### config.mk
export PLATFORM = sky130hd
export DESIGN_NAME = wb_burst_master
export DESIGN_NICKNAME = d
export VERILOG_FILES = /design/src/rtl/wb_master_pkg.sv /design/src/rtl/wb_burst_master.sv
export SDC_FILE = /design/constraint.sdc
export NUM_CORES = 1
export LEC_CHECK = 0
export CORE_MARGIN = 5
export CORE_UTILIZATION = 47
export CTS_CLUSTER_SIZE = 30
export DETAILED_ROUTE_END_ITERATION = 16
export MAX_ROUTING_LAYER = met4
export PLACE_DENSITY = 0.93
export SYNTH_ARGS = -nofsm -noshare
export SYNTH_HDL_FRONTEND = slang
export SYNTH_SLANG_ARGS = --single-unit
### constraint.sdc
create_clock -name sys_clk -period 4.8 [get_ports sys_clk]
set_input_delay 0.72 -clock sys_clk [delete_from_list [all_inputs] [get_ports sys_clk]]
set_output_delay 0.72 -clock sys_clk [all_outputs]
set_load 0.1 [all_outputs]
### src/rtl/wb_master_pkg.sv
// Shared types and Wishbone cycle-type encodings for the burst master.
package wb_master_pkg;

  typedef enum logic [1:0] {
    StIdle,
    StWdata,
    StBus,
    StFin
  } state_e;

  localparam logic [2:0] CTI_CLASSIC = 3'b000;
  localparam logic [2:0] CTI_INCR    = 3'b010;
  localparam logic [2:0] CTI_EOB     = 3'b111;

  // Single-beat bursts are plain classic cycles; longer ones mark their last beat.
  function automatic logic [2:0] cti_for(input logic [2:0] len, input logic [2:0] beat);
    if (len == 3'd0) begin
      return CTI_CLASSIC;
    end
    if (beat == len) begin
      return CTI_EOB;
    end
    return CTI_INCR;
  endfunction

endpackage

### src/rtl/wb_burst_master.sv
// Wishbone incrementing-burst master: 1..8 beats per command, per-beat write data
// handshake, registered read data, and an ack timeout that abandons the burst.
module wb_burst_master
  import wb_master_pkg::*;
#(
  parameter int unsigned DW  = 32,
  parameter int unsigned AW  = 26,
  parameter int unsigned TMO = 255
) (
  input  logic            sys_clk,
  input  logic            RESETN,
  input  logic            req_valid,
  output logic            req_ready,
  input  logic            req_we,
  input  logic [AW-1:0]   req_addr,
  input  logic [2:0]      req_len,
  input  logic [DW/8-1:0] req_sel,
  input  logic            wr_valid,
  input  logic [DW-1:0]   wr_data,
  output logic            wr_ready,
  output logic            rd_valid,
  output logic [DW-1:0]   rd_data,
  output logic            rd_last,
  output logic            done,
  output logic            err_tmo,
  output logic            wb_cyc_i,
  output logic            wb_stb_i,
  output logic            wb_we_i,
  output logic [AW-1:0]   wb_addr_i,
  output logic [DW-1:0]   wb_dat_i,
  output logic [DW/8-1:0] wb_sel_i,
  output logic [2:0]      wb_cti_i,
  input  logic            wb_ack_o,
  input  logic [DW-1:0]   wb_dat_o
);

  localparam int unsigned SW = DW / 8;
  localparam int unsigned TW = $clog2(TMO + 1);

  state_e          state_q, state_d;
  logic            we_q, we_d;
  logic [AW-1:0]   addr_q, addr_d;
  logic [2:0]      len_q, len_d;
  logic [2:0]      beat_q, beat_d;
  logic [SW-1:0]   sel_q, sel_d;
  logic [DW-1:0]   wdat_q, wdat_d;
  logic [TW-1:0]   tmo_q, tmo_d;
  logic            err_q, err_d;
  logic            rd_valid_q, rd_valid_d;
  logic            rd_last_q, rd_last_d;
  logic [DW-1:0]   rd_data_q, rd_data_d;
  logic            last_beat;

  assign last_beat = (beat_q == len_q);

  always_comb begin
    state_d    = state_q;
    we_d       = we_q;
    addr_d     = addr_q;
    len_d      = len_q;
    beat_d     = beat_q;
    sel_d      = sel_q;
    wdat_d     = wdat_q;
    tmo_d      = '0;
    err_d      = 1'b0;
    rd_valid_d = 1'b0;
    rd_last_d  = 1'b0;
    rd_data_d  = rd_data_q;

    case (state_q)
      StIdle: begin
        if (req_valid) begin
          we_d    = req_we;
          addr_d  = req_addr;
          len_d   = req_len;
          sel_d   = req_sel;
          beat_d  = 3'd0;
          state_d = req_we ? StWdata : StBus;
        end
      end
      StWdata: begin
        if (wr_valid) begin
          wdat_d  = wr_data;
          state_d = StBus;
        end
      end
      StBus: begin
        // An ack in the timeout cycle still completes the beat.
        if (wb_ack_o) begin
          addr_d = addr_q + AW'(1);
          beat_d = beat_q + 3'd1;
          if (!we_q) begin
            rd_valid_d = 1'b1;
            rd_last_d  = last_beat;
            rd_data_d  = wb_dat_o;
          end
          if (last_beat) begin
            state_d = StFin;
          end else if (we_q) begin
            state_d = StWdata;
          end
        end else if (tmo_q == TW'(TMO - 1)) begin
          err_d   = 1'b1;
          state_d = StIdle;
        end else begin
          tmo_d = tmo_q + TW'(1);
        end
      end
      StFin: begin
        state_d = StIdle;
      end
      default: begin
        state_d = StIdle;
      end
    endcase
  end

  always_ff @(posedge sys_clk) begin
    if (!RESETN) begin
      state_q    <= StIdle;
      we_q       <= 1'b0;
      addr_q     <= '0;
      len_q      <= 3'd0;
      beat_q     <= 3'd0;
      sel_q      <= '0;
      wdat_q     <= '0;
      tmo_q      <= '0;
      err_q      <= 1'b0;
      rd_valid_q <= 1'b0;
      rd_last_q  <= 1'b0;
      rd_data_q  <= '0;
    end else begin
      state_q    <= state_d;
      we_q       <= we_d;
      addr_q     <= addr_d;
      len_q      <= len_d;
      beat_q     <= beat_d;
      sel_q      <= sel_d;
      wdat_q     <= wdat_d;
      tmo_q      <= tmo_d;
      err_q      <= err_d;
      rd_valid_q <= rd_valid_d;
      rd_last_q  <= rd_last_d;
      rd_data_q  <= rd_data_d;
    end
  end

  // Held off while RESETN is low so no command is offered during reset.
  assign req_ready = RESETN && (state_q == StIdle);
  assign wr_ready  = (state_q == StWdata);
  assign wb_cyc_i  = (state_q == StWdata) || (state_q == StBus);
  assign wb_stb_i  = (state_q == StBus);
  assign wb_we_i   = we_q;
  assign wb_addr_i = addr_q;
  assign wb_dat_i  = wdat_q;
  assign wb_sel_i  = sel_q;
  assign wb_cti_i  = cti_for(len_q, beat_q);
  assign rd_valid  = rd_valid_q;
  assign rd_last   = rd_last_q;
  assign rd_data   = rd_data_q;
  assign done      = (state_q == StFin);
  assign err_tmo   = err_q;

endmodule

==> results.toml <==
[status]
status = "completed"

[flow_run]
maxCapViolCount = 0

[yosys]
synth_area_leaders = "dfxtp_1 (44%), nand2_1 (12%), a21oi_1 (9.3%)"
synth_top_area_cell = "dfxtp_1"
synth-async-reset-ratio_pct = 0
synth_seq_cells = 114
synth_nets = 782
ys_dominant_reg_cell = "dfxtp_1"
synth.avg_cell_area_um2 = 7.810
synth_cell_types = 56
syn-cell-area_um2 = 5233
yosys_warnings = 0
yosysSeqAreaShare_pct = 43.62
synth_edf_count = 0
syn_inst = 670
synth_top_area_share_pct = 43.62

[floorplan]
ios = 209
die_x_um = 115.5
die_y_um = 115.5
start_util_pct = 48.06
dieArea_um2 = 13340
num_rows = 38
core_um2 = 10890

[timing]
timing.fmax_mhz = 292.0
slew_viol_final = 0
fin_skew_ns = 0.01500
finalSetupTns_ns = 0
grt_setup_unrepaired = "false"
maxSlewHeadroom_pct = 20.22
worst-slew-pin-transition_ns = 1.195
setup_viol = 0
min_period_ns = 3.425
fin_crit_sh_pct = 71.35
finalHoldViolCount = 0

[clock_network]
post-cts-setup-buffers = 0
clkLatencyLatePin_ns = 0.52
h-tree-depth = 4
ctsResizeCount = 0
clkTransAtPathRegs_ns = 0.06
cts_tree = "done"
cts_root_buf = "clkbuf_8"
clock_path_buffers = 2
hold_buffers = 0
cts_num_sinks = 114
cts_buffers = 17

[critical_path]
crit_path_end_kind = "output pin"
crit_family = "buffers and inverters"
crit_buf_inv = 2
reg2reg_slack_ns = 1.39
crit_chain = "inv_1, ha_1, clkdlybuf4s50_1"
slowest_stage = "clkdlybuf4s50_1"
critPathMaxFanout = 12
criticalPathCategory = "register to output pin"
r2r_start = "state_q[0]$_SDFFE_PN0P_"
crit_required_ns = 4.08
setup.worst_path.start_class = "register"
cpPeakStageDelay_ns = 1.23
reg2reg_depth = 7
rr_endpoint = "wb_addr_i[12]$_SDFFE_PN0P_"
cp.arrival_ns = 2.70

[grt]
first_global_vias = 5461
grt_max_degree = 40
grt_antenna_before_repair = 0
grt_overflow_total = 0
grt.total_usage_pct = 25.99
grt_pass1_wl_um = 26780

[route]
antenna_left = 0
routed_via_density = 5.650
finalWirelength_um = 17240
dr.pass1.iters = 5
first_iter_violations = 381
drc_errors = 0
post_drt_wl_per_cell_um = 17.10
vias = 5695

[power_and_ir_drop]
power.density_nw_per_um2 = 627.6
vdd_ir_drop_max_uv = 550.8
p_leak_uw = 0.002789

[placement]
placedCellCount = 976
dpl.hpwl_um = 12190
io_buffers = 208
place_congestion = 0.9602

[cells_and_area]
finalNetCount = 967
syn_to_final_growth_pct = 50.43
diodes = 0
layout-drive-gt1-share_pct = 5.645
final-instance-count-excl-fill = 1008
final_util_pct = 72.29

[hold_path]
hold_path_class = "register to register"
min_to = "rd_data[9]$_SDFFE_PN0P_"
min_path_cells = 2
min_from = "rd_data[9]$_SDFFE_PN0P_"
layer usage:
metal  track usage (%)  vias to the layer above  part of all wire (%)
li1                  -                     2719                     -
met5                 -                        -                     0
met3             7.624                       41                    11
met1             30.78                     2633                    40
met4             9.624                        0                   2.1
met2             41.94                      302                    47
worst max-delay path by stage:
stage	from	depth (start not counted)	slack, ns	endpoint
finish	state_q[0]$_SDFFE_PN0P_	3	1.38	wb_stb_i
global route	state_q[0]$_SDFFE_PN0P_	7	1.15	wb_addr_i[12]$_SDFFE_PN0P_
CTS	len_q[2]$_SDFFE_PN0P_	4	1.36	wb_cti_i[0]
floorplan	len_q[2]$_SDFFE_PN0P_	3	1.71	wb_cti_i[2]
detailed placement	state_q[0]$_SDFFE_PN0P_	7	1.55	wb_addr_i[12]$_SDFFE_PN0P_
global placement	state_q[0]$_SDFFE_PN0P_	6	1.75	wb_addr_i[20]$_SDFFE_PN0P_
synthesized netlist by cell type (2+ instances only):
master,count
and2_1,5
and4_1,7
nand2b_1,3
o311ai_0,3
o22ai_1,4
a22oi_1,2
o31a_1,7
xnor2_1,4
buf_1,2
ha_1,9
and3b_1,2
or3_1,6
or2_2,2
or4_1,6
o211ai_1,4
dfxtp_1,114
nor2_1,25
buf_2,2
a211oi_1,2
a211o_1,3
xor2_1,5
nand4_1,17
a21o_1,2
o21ai_0,16
inv_1,8
nor2b_1,7
a22o_1,4
nand2_1,171
clkbuf_1,37
buf_6,5
a21oi_1,97
clkinv_1,2
nor4_1,11
o211a_1,2
and3_1,8
mux2i_1,5
nor3_1,12
a31oi_1,7
nand3_1,24
buf_4,2
area by class of cell:
cell class	count	area, um2
Fill cell	829	3017
Multi-Input combinational cell	498	2688
Sequential cell	114	2282
Timing Repair Buffer	214	2125
Clock buffer	18	417.9
Tap cell	140	175.2
Clock inverter	14	146.4
Inverter	10	37.54
logic make-up after synthesis:
logic type | share of synthesized area (%)
compound gates | 17.79
simple gates | 28.69
mux | 1.172
xor+xnor | 1.506
flops | 43.62
buf+inv | 5.069
fa+ha+maj | 2.152
layout by cell type, fill, tap and decap left out, types with 4 or more instances in the layout:
master	count
o211ai_1	4
nand2_1	171
a21oi_1	97
a22o_1	4
a31oi_1	7
nor4_1	11
or3_1	6
clkbuf_16	16
or4_1	6
and4_1	7
buf_4	7
inv_1	8
o22ai_1	4
nor2b_1	7
dfxtp_1	114
nand3_1	24
nor3_1	12
and3_1	8
nor2_1	24
nand4_1	17
xnor2_1	4
clkdlybuf4s50_1	207
o31a_1	7
mux2i_1	5
ha_1	9
xor2_1	5
and2_1	5
clkinv_4	4
o21ai_0	16
inv_6	5
flip-flops by register name, indices dropped and copies added, names as in the netlist, 2 cells and up:
name and count:
rd_data 32, wb_dat_i 32, wb_addr_i 26, tmo_q 8, wb_sel_i 4, beat_q 3
len_q 3, state_q 2
report_power, final:
part | leakage (uW) | total (uW) | switching (uW) | internal, uW
Sequential | 0.000926 | 1300 | 201 | 1100
Clock | 0.000271 | 1190 | 490 | 703
Combinational | 0.00159 | 2450 | 1840 | 603
Total | 0.00279 | 4940 | 2540 | 2400
worst register-to-register path, stage by stage (launching register included):
cell	delay, ns
dfxtp_1	0.34
inv_1	0.14
ha_1	0.47
buf_4	0.34
mux2i_1	0.78
or2_1	0.76
o311ai_0	0.21
a311oi_1	0.29
stage by stage:
stage / area, um2 / hold WS (ns) / worst slack [ns] / power, uW
final: 7871 / 0.4545 / 1.375 / 4940
after global routing: 7871 / 0.4751 / 1.149 / 5130
after CTS: 7871 / 0.4557 / 1.361 / 4930
after detailed placement: 7307 / 0.4487 / 1.546 / 3730
after global placement: 7307 / 0.4405 / 1.749 / 3700
after floorplan: 5233 / 0.4409 / 1.707 / 3170
(Power assumes the default switching activity.)
